**config.mk**
```make
export PLATFORM = sky130hd
export DESIGN_NAME = ram_master
export DESIGN_NICKNAME = d
export VERILOG_FILES = /design/src/rtl/ram_master.sv
export SDC_FILE = /design/constraint.sdc
export NUM_CORES = 1
export LEC_CHECK = 0
export CAP_MARGIN = 20
export CORE_ASPECT_RATIO = 1.1
export CORE_UTILIZATION = 43
export DETAILED_ROUTE_END_ITERATION = 8
export MAX_ROUTING_LAYER = met4
export PLACE_DENSITY = 0.85
export SETUP_SLACK_MARGIN = 0.5
export SYNTH_ARGS = -nofsm -noshare
export SYNTH_HDL_FRONTEND = slang
export SYNTH_SLANG_ARGS = --single-unit
export TNS_END_PERCENT = 1
```
**constraint.sdc**
```tcl
create_clock -name clk -period 2.5 [get_ports clk]
set_input_delay 0.5 -clock clk [delete_from_list [all_inputs] [get_ports clk]]
set_output_delay 0.5 -clock clk [all_outputs]
set_load 0.05 [all_outputs]
```
**src/rtl/ram_master.sv**
```systemverilog
// Command-driven controller for a synchronous single-port RAM.
// Handles single-word reads/writes and a whole-array zero-fill sweep.
module ram_master #(
    parameter int SIZE  = 8,
    parameter int DEPTH = 16,
    localparam int AW   = $clog2(DEPTH)
) (
    input  logic            clk,
    input  logic            rst,
    input  logic            cmd_valid,
    output logic            cmd_ready,
    input  logic            cmd_write,
    input  logic [AW-1:0]   cmd_addr,
    input  logic [SIZE-1:0] cmd_data,
    input  logic            clr,
    output logic            rsp_valid,
    input  logic            rsp_ready,
    output logic [SIZE-1:0] rsp_data,
    output logic [AW-1:0]   rsp_addr,
    output logic            busy,
    output logic [AW-1:0]   ram_address,
    output logic [SIZE-1:0] ram_write_data,
    output logic            ram_write_en,
    input  logic [SIZE-1:0] ram_read_data
);

    typedef enum logic [2:0] {
        IDLE,
        ISSUE,
        WAIT,
        RESP,
        CLEAR
    } state_e;

    localparam logic [AW-1:0] LAST = AW'(DEPTH - 1);

    state_e        state;
    logic [AW-1:0] clr_cnt;

    assign cmd_ready = (state == IDLE) && !clr && rst;
    assign busy      = (state != IDLE);

    always_ff @(posedge clk) begin
        if (!rst) begin
            state          <= IDLE;
            clr_cnt        <= '0;
            ram_address    <= '0;
            ram_write_data <= '0;
            ram_write_en   <= 1'b0;
            rsp_valid      <= 1'b0;
            rsp_data       <= '0;
            rsp_addr       <= '0;
        end else begin
            unique case (state)
                IDLE: begin
                    ram_write_en <= 1'b0;
                    if (clr) begin
                        state          <= CLEAR;
                        clr_cnt        <= '0;
                        ram_address    <= '0;
                        ram_write_data <= '0;
                        ram_write_en   <= 1'b1;
                    end else if (cmd_valid) begin
                        state        <= ISSUE;
                        ram_address  <= cmd_addr;
                        ram_write_en <= cmd_write;
                        if (cmd_write) begin
                            ram_write_data <= cmd_data;
                        end
                    end
                end
                ISSUE: begin
                    // a write finishes here; a read waits for RAM latency
                    ram_write_en <= 1'b0;
                    state        <= ram_write_en ? IDLE : WAIT;
                end
                WAIT: begin
                    rsp_data  <= ram_read_data;
                    rsp_addr  <= ram_address;
                    rsp_valid <= 1'b1;
                    state     <= RESP;
                end
                RESP: begin
                    if (rsp_ready) begin
                        rsp_valid <= 1'b0;
                        state     <= IDLE;
                    end
                end
                CLEAR: begin
                    if (clr_cnt == LAST) begin
                        ram_write_en <= 1'b0;
                        clr_cnt      <= '0;
                        state        <= IDLE;
                    end else begin
                        clr_cnt     <= clr_cnt + 1'b1;
                        ram_address <= clr_cnt + 1'b1;
                    end
                end
                default: begin
                    ram_write_en <= 1'b0;
                    state        <= IDLE;
                end
            endcase
        end
    end

endmodule

```
==> metrics <==
clock-pin slew on the worst setup and hold paths 100 ps; layout cells sized above 1 11.2%; maximum fanout along the worst path 3; Final Setup Violations 0; die height 62.9 um; Max Clock Skew 10.2 ps; Max Fclk 491 MHz; vias in the first global route 1287; Storage cell area 667 sq um; worst hold path depth 2; GRT overflow 0; IR drop worst, VDD 0.000564 V; multi-input logic area 734 sq um; slowest stage delay, CP 820 ps; HPWL Detailed 2440 um; I/O pins 54; H-tree Lvls 2; Net Count, Synth 185; DR DRC count 6; worst reg2reg path depth 5; Post-Syn Instances 158; via/cell ratio 5.38; failing checks design-rule violations; GRT Total Usage 20.7%; clk sinks 33; Hold Path Class flop to flop; crit path from ram_address[1]$_SDFFE_PN0P_; gpl congestion 0.843; Fin. Hold Viols 0; largest net degree at the start of global routing 34; leak pwr 0.000780 uW; Max Slew Vio Count 0; die area 3600 sq um; max cap viols 0; Internal 952 uW; DR pass1 iterations 6; Crit Path Class flop to primary output; Starting Density 46.3%; Seq cells post-synth 33; initial antenna violation count 0; FP Rows 21; Hold Crit Endpoint rsp_addr[0]$_SDFFE_PN0N_; critical path, cell by cell clkdlybuf4s50_1; drt wl/cell 13.8 um; clk buf depth 2; worst-margin pin slew 515 ps; crit-path leading delay family buffers and inverters; Nets 240; CP Launch Type flop; port bufs 53; critical-path cell with the highest stage delay clkdlybuf4s50_1; sw power 422 uW; register-to-register setup slack 620 ps; worst r2r src clr_cnt[0]$_SDFFE_PN0P_; FF-to-FF End ram_address[0]$_SDFFE_PN0P_; ANT cells 0; endpoint type of the worst setup path primary output; Seq/Total Area, Yosys 45.6%; FILL cells 253; yosys warns 0; Syn Std Cell Area 1450 sq um; final WL 3420 um; Netlist cell types 35; Worst Path Buf+Inv 1; worst-skew pair later-pin latency 340 ps; Post-CTS Hold Fix Bufs 0; vias after detailed routing 1335; most common cell after layout, fill and taps aside clkdlybuf4s50_1; Tcrit/Tclk final 81.4%; DRT iter0 DRCs 59; Clk network pwr share 30.3%; Combinational Power Share 27.0%; most frequent cells in the layout 49 x clkdlybuf4s50_1, 30 x dfxtp_1, 28 x nand2_1; Avg Synthesized Cell Area 9.16 sq um; RSZ-0062 raised after global routing yes; Pwr Density 651 nW/um^2; setup_tns 0 ps; Reg power frac 42.8%; CTS tree yes; core footprint 3130 sq um; number of antenna-violating nets in the routed design 0; first-pass GRT wire length 5580 um; Worst slew margin 65.5%; Syn-to-layout area delta 45.7%; Min Hold Slack 468 ps; CP required 2000 ps; minimum clock period 2040 ps; outcome finished, violations left; min-delay src rsp_addr[0]$_SDFFE_PN0N_; Inserted Clock Buffers 5; Die Wd 57.3 um; root buf cell clkbuf_4; Arr. time, crit path 1540 ps; switching share of power 30.7%
worst min-delay path, stage by stage (launching register included):
cell and delay (ps):
dfxtp_1 320, nand2_1 50, a21boi_0 60
kinds of logic (layout without fill, tap and decap cells):
| family | count (synthesis) | after routing | share of synthesized area (%) |
|---|---|---|---|
| AO/OA/AOI/OAI | 44 | 44 | 23.3 |
| flip-flops | 33 | 33 | 45.6 |
| adder cells (fa/ha/maj) | 1 | 1 | 0.864 |
| XOR/XNOR | 2 | 2 | 1.21 |
| AND/OR/NAND/NOR | 67 | 67 | 24.2 |
| buffers and inverters | 11 | 67 | 4.75 |
cells in the mapped netlist, drive strengths merged:
cell type  number  share of area (%)
and2b           1               0.61
nor2b          12                5.2
dfxtp          33                 46
a2111oi         1                1.9
nand2          28                7.3
and2            1               0.43
buf             7                3.7
o211ai          2                1.0
a22oi           8                4.1
a21o            1               0.61
or3             1               0.43
or2             1               0.43
o21ai           4                1.4
inv             1               0.26
nand3           6                2.1
nand2b          3                1.3
or3b            1               0.61
a2bb2oi         1               0.61
nand3b          1               0.52
xor2            1               0.61
ha              1               0.86
nor2            4                1.0
and3            1               0.43
nor3            3                1.8
clkbuf          3               0.78
a21boi         15                7.8
o2bb2ai         1               0.61
a21oi           6                2.1
o21a            1               0.52
o221ai          1               0.61
nor3b           4                2.1
xnor2           1               0.61
o211a           3                2.1
per-stage QoR:
| step | utilization [%] | power (uW) | area [sq um] | setup WS [ps] | cells |
|---|---|---|---|---|---|
| 2_1_floorplan | - | 844 | 1460 | 549 | 158 |
| 3_3_place_gp | 63.9 | 948 | 2000 | 507 | 238 |
| 3_5_place_dp | 63.9 | 958 | 2000 | 447 | 238 |
| 4_1_cts | 67.4 | 1390 | 2110 | 448 | 248 |
| 5_1_grt | 67.5 | 1440 | 2110 | 412 | 248 |
| 6_report | 67.5 | 1370 | 2110 | 464 | 248 |
layer usage:
metal | global-route usage (%) | vias to the layer above | wire [um]
li1 | - | 660 | -
met1 | 22.2 | 620 | 1440
met2 | 34.9 | 46 | 1700
met3 | 7.04 | 9 | 219
met4 | 8.23 | 0 | 65
met5 | - | - | 0
what timing repair did:
item	CTS	global route
setup endpoints to repair	19	27
gates resized for setup	6	1
pin swaps	2	0
setup buffers	2	0
worst max-delay path by stage:
stage | slack, ps | depth (start not counted) | end
6_report | 460 | 1 | ram_address[1]
5_1_grt | 410 | 1 | ram_address[1]
4_1_cts | 450 | 1 | ram_address[1]
3_5_place_dp | 450 | 5 | ram_address[0]$_SDFFE_PN0P_
3_3_place_gp | 510 | 5 | ram_address[2]$_SDFFE_PN0P_
2_1_floorplan | 550 | 4 | cmd_ready
power groups by stage:
stage / combinational [uW] / clock, uW / sequential, uW
6_report: 370 / 416 / 587
5_1_grt: 394 / 451 / 592
4_1_cts: 372 / 428 / 587
3_5_place_dp: 355 / 0 / 602
3_3_place_gp: 347 / 0 / 601
2_1_floorplan: 174 / 0 / 670
state kept, by name, summed over array words and instances (netlist names):
register / flops
rsp_valid: 1
clr_cnt: 4
ram_address: 4
ram_write_data: 8
rsp_data: 8
state: 3
rsp_addr: 4
ram_write_en: 1
layout make-up:
cell class / count / area share (%)
repair buffers: 58 / 27.3
multi-input cells: 114 / 34.8
well taps: 34 / 2.02
flip-flops and latches: 33 / 31.6
clock buffers: 7 / 2.61
inverters: 1 / 0.178
clock inverters: 1 / 1.42
No activity file was read; power rests on OpenSTA's default activity.
